File: config.mk
export PLATFORM = sky130hd
export DESIGN_NAME = gfx_vram_wbuf
export DESIGN_NICKNAME = d
export VERILOG_FILES = /design/src/rtl/gfx_vram_wbuf.sv
export SDC_FILE = /design/constraint.sdc
export NUM_CORES = 1
export LEC_CHECK = 0
export ABC_AREA = 1
export ABC_CLOCK_PERIOD_IN_PS = 3600
export CAP_MARGIN = 20
export CORE_UTILIZATION = 35
export DETAILED_ROUTE_END_ITERATION = 8
export GPL_ROUTABILITY_DRIVEN = 0
export GPL_TIMING_DRIVEN = 1
export PLACE_DENSITY = 0.64
export SYNTH_ARGS = -nofsm -noshare
export SYNTH_HDL_FRONTEND = slang
export SYNTH_SLANG_ARGS = --single-unit
File: constraint.sdc
create_clock -name i_clk -period 3.6 [get_ports i_clk]
set_input_delay 0.9 -clock i_clk [delete_from_list [all_inputs] [get_ports i_clk]]
set_output_delay 0.9 -clock i_clk [all_outputs]
set_load 0.05 [all_outputs]
File: src/rtl/gfx_vram_wbuf.sv
// gfx_vram_wbuf: CPU-side VRAM write buffer and bus master.
//
// The CPU sets a 16-bit address and pushes data bytes through a 4-register
// control port. Each push queues {addr, data} in a FIFO. The FIFO drains into
// VRAM only while gfx_vga reports the video bus free (i_free_vbus_b low).
//
// Optional feature macro: GFX_VRAM_WBUF_AUTOINC_EN
//   defined   : reg 3 bit0 enables address auto-increment after each push
//   undefined : reg 3 writes are ignored
//
// Ports:
//   i_clk, i_rst_b        pixel clock, synchronous active-low reset
//   i_ctrl_ce_b/ce2/w_b   register select (low/high) and write strobe (low)
//   i_ctrl_addr[1:0]      0=addr lo, 1=addr hi, 2=data push, 3=control
//   i_ctrl_data[7:0]      register write data
//   i_free_vbus_b         low = video bus free for CPU writes
//   o_vaddr[15:0]         VRAM address while owning the bus
//   o_vaddr15_b           ~o_vaddr[15] (vram2 chip select)
//   o_vdata[7:0]          VRAM write data
//   o_bus_en_b            low = this block drives the addr/data buffers
//   o_vram_we_b           VRAM write enable, active low
//   o_full, o_empty       FIFO full / FIFO empty and no write in flight
//   o_overflow            sticky: push attempted while full
module gfx_vram_wbuf #(
  parameter int DEPTH     = 8,
  parameter int WE_CYCLES = 2
) (
  input  logic        i_clk,
  input  logic        i_rst_b,
  input  logic        i_ctrl_ce_b,
  input  logic        i_ctrl_ce2,
  input  logic        i_ctrl_w_b,
  input  logic [1:0]  i_ctrl_addr,
  input  logic [7:0]  i_ctrl_data,
  input  logic        i_free_vbus_b,
  output logic [15:0] o_vaddr,
  output logic        o_vaddr15_b,
  output logic [7:0]  o_vdata,
  output logic        o_bus_en_b,
  output logic        o_vram_we_b,
  output logic        o_full,
  output logic        o_empty,
  output logic        o_overflow
);

  localparam int AW = (DEPTH > 1) ? $clog2(DEPTH) : 1;
  localparam int CW = AW + 1;
  localparam int SW = (WE_CYCLES > 1) ? $clog2(WE_CYCLES) : 1;
  localparam logic [SW-1:0] STRB_LAST = SW'(WE_CYCLES - 1);

  typedef enum logic [1:0] {
    ST_IDLE,
    ST_SETUP,
    ST_STROBE,
    ST_HOLD
  } state_t;

  state_t          state, state_d;
  logic [SW-1:0]   strb_cnt, strb_cnt_d;

  logic            w_b_q;
  logic            wr_evt;
  logic            push_req, push_ok, push_drop, pop;
  logic [15:0]     addr_q;
  logic [23:0]     mem [DEPTH];
  logic [AW-1:0]   wr_ptr, rd_ptr, head_idx;
  logic [CW-1:0]   count;
  logic            overflow_q;
  logic [15:0]     vaddr_q;
  logic [7:0]      vdata_q;
  logic            bus_en_b_q, we_b_q;

`ifdef GFX_VRAM_WBUF_AUTOINC_EN
  logic            autoinc_q;
`endif

  // Write event fires on the first cycle of a low w_b pulse only.
  assign wr_evt    = !i_ctrl_ce_b && i_ctrl_ce2 && !i_ctrl_w_b && w_b_q;
  assign push_req  = wr_evt && (i_ctrl_addr == 2'd2);
  assign pop       = (state == ST_HOLD);
  assign o_full    = (count == CW'(DEPTH));
  // A push while full is still accepted when the head leaves in the same cycle.
  assign push_ok   = push_req && (!o_full || pop);
  assign push_drop = push_req && o_full && !pop;

  // Leaving HOLD, rd_ptr advances on the same edge, so the next head is +1.
  assign head_idx  = (state == ST_HOLD) ? rd_ptr + AW'(1) : rd_ptr;

  always_comb begin
    state_d    = state;
    strb_cnt_d = strb_cnt;
    unique case (state)
      ST_IDLE: begin
        if ((count != '0) && !i_free_vbus_b) state_d = ST_SETUP;
      end
      ST_SETUP: begin
        if (i_free_vbus_b) begin
          state_d = ST_IDLE;
        end else begin
          state_d    = ST_STROBE;
          strb_cnt_d = '0;
        end
      end
      ST_STROBE: begin
        if (i_free_vbus_b)              state_d = ST_IDLE;
        else if (strb_cnt == STRB_LAST) state_d = ST_HOLD;
        else                            strb_cnt_d = strb_cnt + SW'(1);
      end
      ST_HOLD: begin
        // Only entries already stored count; a same-cycle push waits in IDLE.
        if ((count > CW'(1)) && !i_free_vbus_b) state_d = ST_SETUP;
        else                                    state_d = ST_IDLE;
      end
      default: state_d = ST_IDLE;
    endcase
  end

  always_ff @(posedge i_clk) begin
    if (push_ok) mem[wr_ptr] <= {addr_q, i_ctrl_data};
  end

  always_ff @(posedge i_clk) begin
    if (!i_rst_b) begin
      w_b_q      <= 1'b1;
      addr_q     <= '0;
      wr_ptr     <= '0;
      rd_ptr     <= '0;
      count      <= '0;
      overflow_q <= 1'b0;
      state      <= ST_IDLE;
      strb_cnt   <= '0;
      vaddr_q    <= '0;
      vdata_q    <= '0;
      bus_en_b_q <= 1'b1;
      we_b_q     <= 1'b1;
`ifdef GFX_VRAM_WBUF_AUTOINC_EN
      autoinc_q  <= 1'b0;
`endif
    end else begin
      w_b_q <= i_ctrl_w_b;

      if (wr_evt && (i_ctrl_addr == 2'd0)) addr_q[7:0]  <= i_ctrl_data;
      if (wr_evt && (i_ctrl_addr == 2'd1)) addr_q[15:8] <= i_ctrl_data;
`ifdef GFX_VRAM_WBUF_AUTOINC_EN
      if (wr_evt && (i_ctrl_addr == 2'd3)) autoinc_q <= i_ctrl_data[0];
      if (push_req && autoinc_q)           addr_q <= addr_q + 16'd1;
`endif

      if (push_ok)   wr_ptr     <= wr_ptr + AW'(1);
      if (pop)       rd_ptr     <= rd_ptr + AW'(1);
      if (push_drop) overflow_q <= 1'b1;
      count <= count + CW'(push_ok) - CW'(pop);

      state    <= state_d;
      strb_cnt <= strb_cnt_d;

      if (state_d == ST_SETUP) begin
        vaddr_q <= mem[head_idx][23:8];
        vdata_q <= mem[head_idx][7:0];
      end

      // Strobes are registered from the next state so they are glitch-free.
      bus_en_b_q <= (state_d == ST_IDLE);
      we_b_q     <= (state_d != ST_STROBE);
    end
  end

  assign o_vaddr     = vaddr_q;
  assign o_vaddr15_b = ~vaddr_q[15];
  assign o_vdata     = vdata_q;
  assign o_bus_en_b  = bus_en_b_q;
  assign o_vram_we_b = we_b_q;
  assign o_overflow  = overflow_q;
  assign o_empty     = (count == '0) && (state == ST_IDLE);

endmodule

==> flow_summary_export.csv <==
group,metric,value,unit
placement,dpl.hpwl,15600,um
floorplan,start_util,35.5,%
synth,yosysTopAreaCell,"edfxtp_1",
routing,wl_per_cell,17.2,um
power,ir_worst_vdd,0.000298,V
floorplan,dieArea,30700,um2
grt,grt.met2_usage,26.9,%
clock_tree,cts.sinks,249,
finish,final_nets,1083,
grt,met1_usage,23.7,%
synth,synth-warning-count,0,
clock_tree,cts_resized,0,
critical_path,critPathKind,"flop to output port",
grt,grt.busiest_layer,"met2",
synth,syn_inst,1011,
synth,synth_nets,1036,
floorplan,boundaryPins,46,
clock_tree,post-cts-setup-buffer-count,0,
floorplan,die_w,175,um
grt,met3_usage,2.70,%
power,power_density,475,nW/um2
timing,skew,18.4,ps
clock_tree,root_buffer,"clkbuf_16",
timing,fmax,0.330,GHz
placement,portBuffers,45,
clock_tree,cts_buffers,27,
timing,worst_pin_slew,980,ps
timing,finalSetupViolCount,0,
finish,postLayoutCellArea,12500,um2
synth,synth_common_cells,"nand3_1 (207), edfxtp_1 (192), inv_1 (176)",
finish,fill_cells,2756,
synth,syn_avg_cell_area,10.4,um2
grt,grt_usage,16.8,%
routing,ant_nets,0,
synth,yosys-top-cells-area,"edfxtp_1 (55%), dfxtp_1 (11%), nand3_1 (9.9%), inv_1 (6.3%), nand2_1 (6.1%)",
synth,synthAdderAreaFrac,1.14,%
floorplan,core_area,29600,um2
synth,synth-main-ff-cell,"edfxtp_1",
floorplan,rows,63,
synth,netlist_area,10500,um2
power,p_leak,4.89,nW
routing,drc_errors,0,
timing,min_period,3030,ps
synth,synth_top_family_by_area,"simple AND/OR/NAND/NOR gates",
clock_tree,cts_tree,"yes",
status,status,"finished clean",
routing,via_per_inst,4.86,
clock_tree,postCtsHoldBufs,0,
synth,muxShareOfSynthArea,0,%
worst_hold_path,holdCritStartpoint,"o_vaddr[7]$_SDFFE_PN0N_",
finish,drive_gt1_share,8.53,%
critical_path,arrival,2130,ps
timing,rsz0062_at_grt,"no",
synth,synth_compound_area_share,2.93,%
run,drv_cap,0,
synth,yosysMostFrequentCell,"nand3_1",
synth,synth-seq-area-share,65.8,%
grt,grt_pass1_vias,6844,
synth,synth_top_area_share,54.9,%
synth,synth_cell_type_count,31,
critical_path,crit_path_end_kind,"output port",
grt,grt_max_degree,73,
critical_path,rr_startpoint,"rd_ptr[0]$_SDFF_PN0_",
worst_hold_path,hp-class,"flop to flop",
synth,yosys_register_bits,249,
critical_path,cp-start-kind,"flop",
finish,area_growth,18.9,%
routing,drt_first_pass_iters,5,
routing,drtIter0Drc,498,
timing,period_share,84.2,%
routing,drt_wl_total,25300,um
critical_path,startpoint,"state[1]$_SDFF_PN0_",
placement,post_dp_cell_area,11600,um2
synth,synth_xor_area_share,0.0834,%
synth,synthArstFlopShare,0,%
routing,vias,7133,
clock_tree,clk_pin_slew,60,ps
timing,slew_viol_final,0,
clock_tree,clockBufferDepth,3,
finish,antenna-diode-count,0,
grt,grt_pass1_wl,39500,um
timing,hold_ws,462,ps
critical_path,crit_fanout,6,
clock_tree,clkLatencyLatePin,530,ps
clock_tree,cts.htree.levels,1,
critical_path,r2r_slack,1300,ps
grt,antenna_found_initial,0,
timing,hold_viol,0,
floorplan,die_h,175,um
critical_path,crit_required,2700,ps
synth,synth-simple-area-share,21.2,%
grt,overflow,0,
synth,synth_edf_count,192,
timing,slew_headroom,34.5,%
## cell usage in the layout (no fill, tap or decap), drive strengths merged, types with 12 or more instances in the layout
cell type      netlist  routed
a21oi               44      44
nand2              175     175
nand3              209     209
clkdlybuf4s50        0      45
edfxtp             192     192
nor2                15      15
inv                179     181
clkbuf              23      34
o21ai               14      14
dfxtp               57      57
nand3b              48      48
clkinv               2      12
buf                 28      24
## routing by layer
layer	vias to the layer above	routed length (um)
li1	3470	-
met1	3386	11200
met2	237	11800
met3	40	1830
met4	0	508
met5	-	0
## path summary, 6_finish.rpt
kind	cells after the start	to
max	4	o_empty
min	2	o_vaddr[7]$_SDFFE_PN0N_
max reg2reg	7	o_vaddr[14]$_SDFFE_PN0N_
min reg2reg	2	o_vaddr[7]$_SDFFE_PN0N_
## sequential cells by signal (all words and copies together), names as in the netlist
register / flops
o_overflow: 1
o_vdata: 8
count: 4
addr_q: 16
w_b_q: 1
o_vaddr: 16
strb_cnt: 1
o_bus_en_b: 1
rd_ptr: 3
state: 2
o_vram_we_b: 1
mem: 192
wr_ptr: 3
## logic make-up (layout without fill, tap and decap cells)
| family | after synthesis | count (layout) |
|---|---|---|
| AO/OA/AOI/OAI | 60 | 60 |
| XOR/XNOR | 1 | 1 |
| adder cells (fa/ha/maj) | 9 | 9 |
| buffers and inverters | 232 | 300 |
| flip-flops | 249 | 249 |
| AND/OR/NAND/NOR | 460 | 460 |
## critical path, cell delays in order, from the launching register on
cell and delay [ps]:
dfxtp_1 380, nor2_1 210, nand3_1 140, inv_1 70, clkdlybuf4s50_1 800
## power breakdown
part           leakage [nW]  internal (mW)  switching (mW)  total (mW)
combinational          2.20         0.0409          0.0857       0.127
sequential             2.25           3.08          0.0139        3.10
clock                 0.436           1.58            1.12        2.70
total                  4.89           4.71            1.22        5.93
## layout make-up
cell class / instances / area (um2) / share of cell area, %
timing repair buffer: 69 / 781 / 6.25
clock inverter: 16 / 123 / 0.982
inverter: 181 / 679 / 5.44
multi-input combinational: 530 / 2740 / 22.0
clock buffer: 34 / 764 / 6.12
tap: 390 / 488 / 3.91
sequential: 249 / 6910 / 55.3
## through the flow
stage	TNS [ps]	setup WS [ps]	power (mW)	cells	utilization (%)
2_1_floorplan	-21650	-226	3.21	1011	-
3_3_place_gp	0	352	3.29	1419	39.2
3_5_place_dp	0	318	3.29	1419	39.2
4_1_cts	0	533	5.98	1469	42.2
5_1_grt	0	486	6.11	1469	42.2
6_report	0	570	5.93	1469	42.2
(Power assumes the default switching activity.)
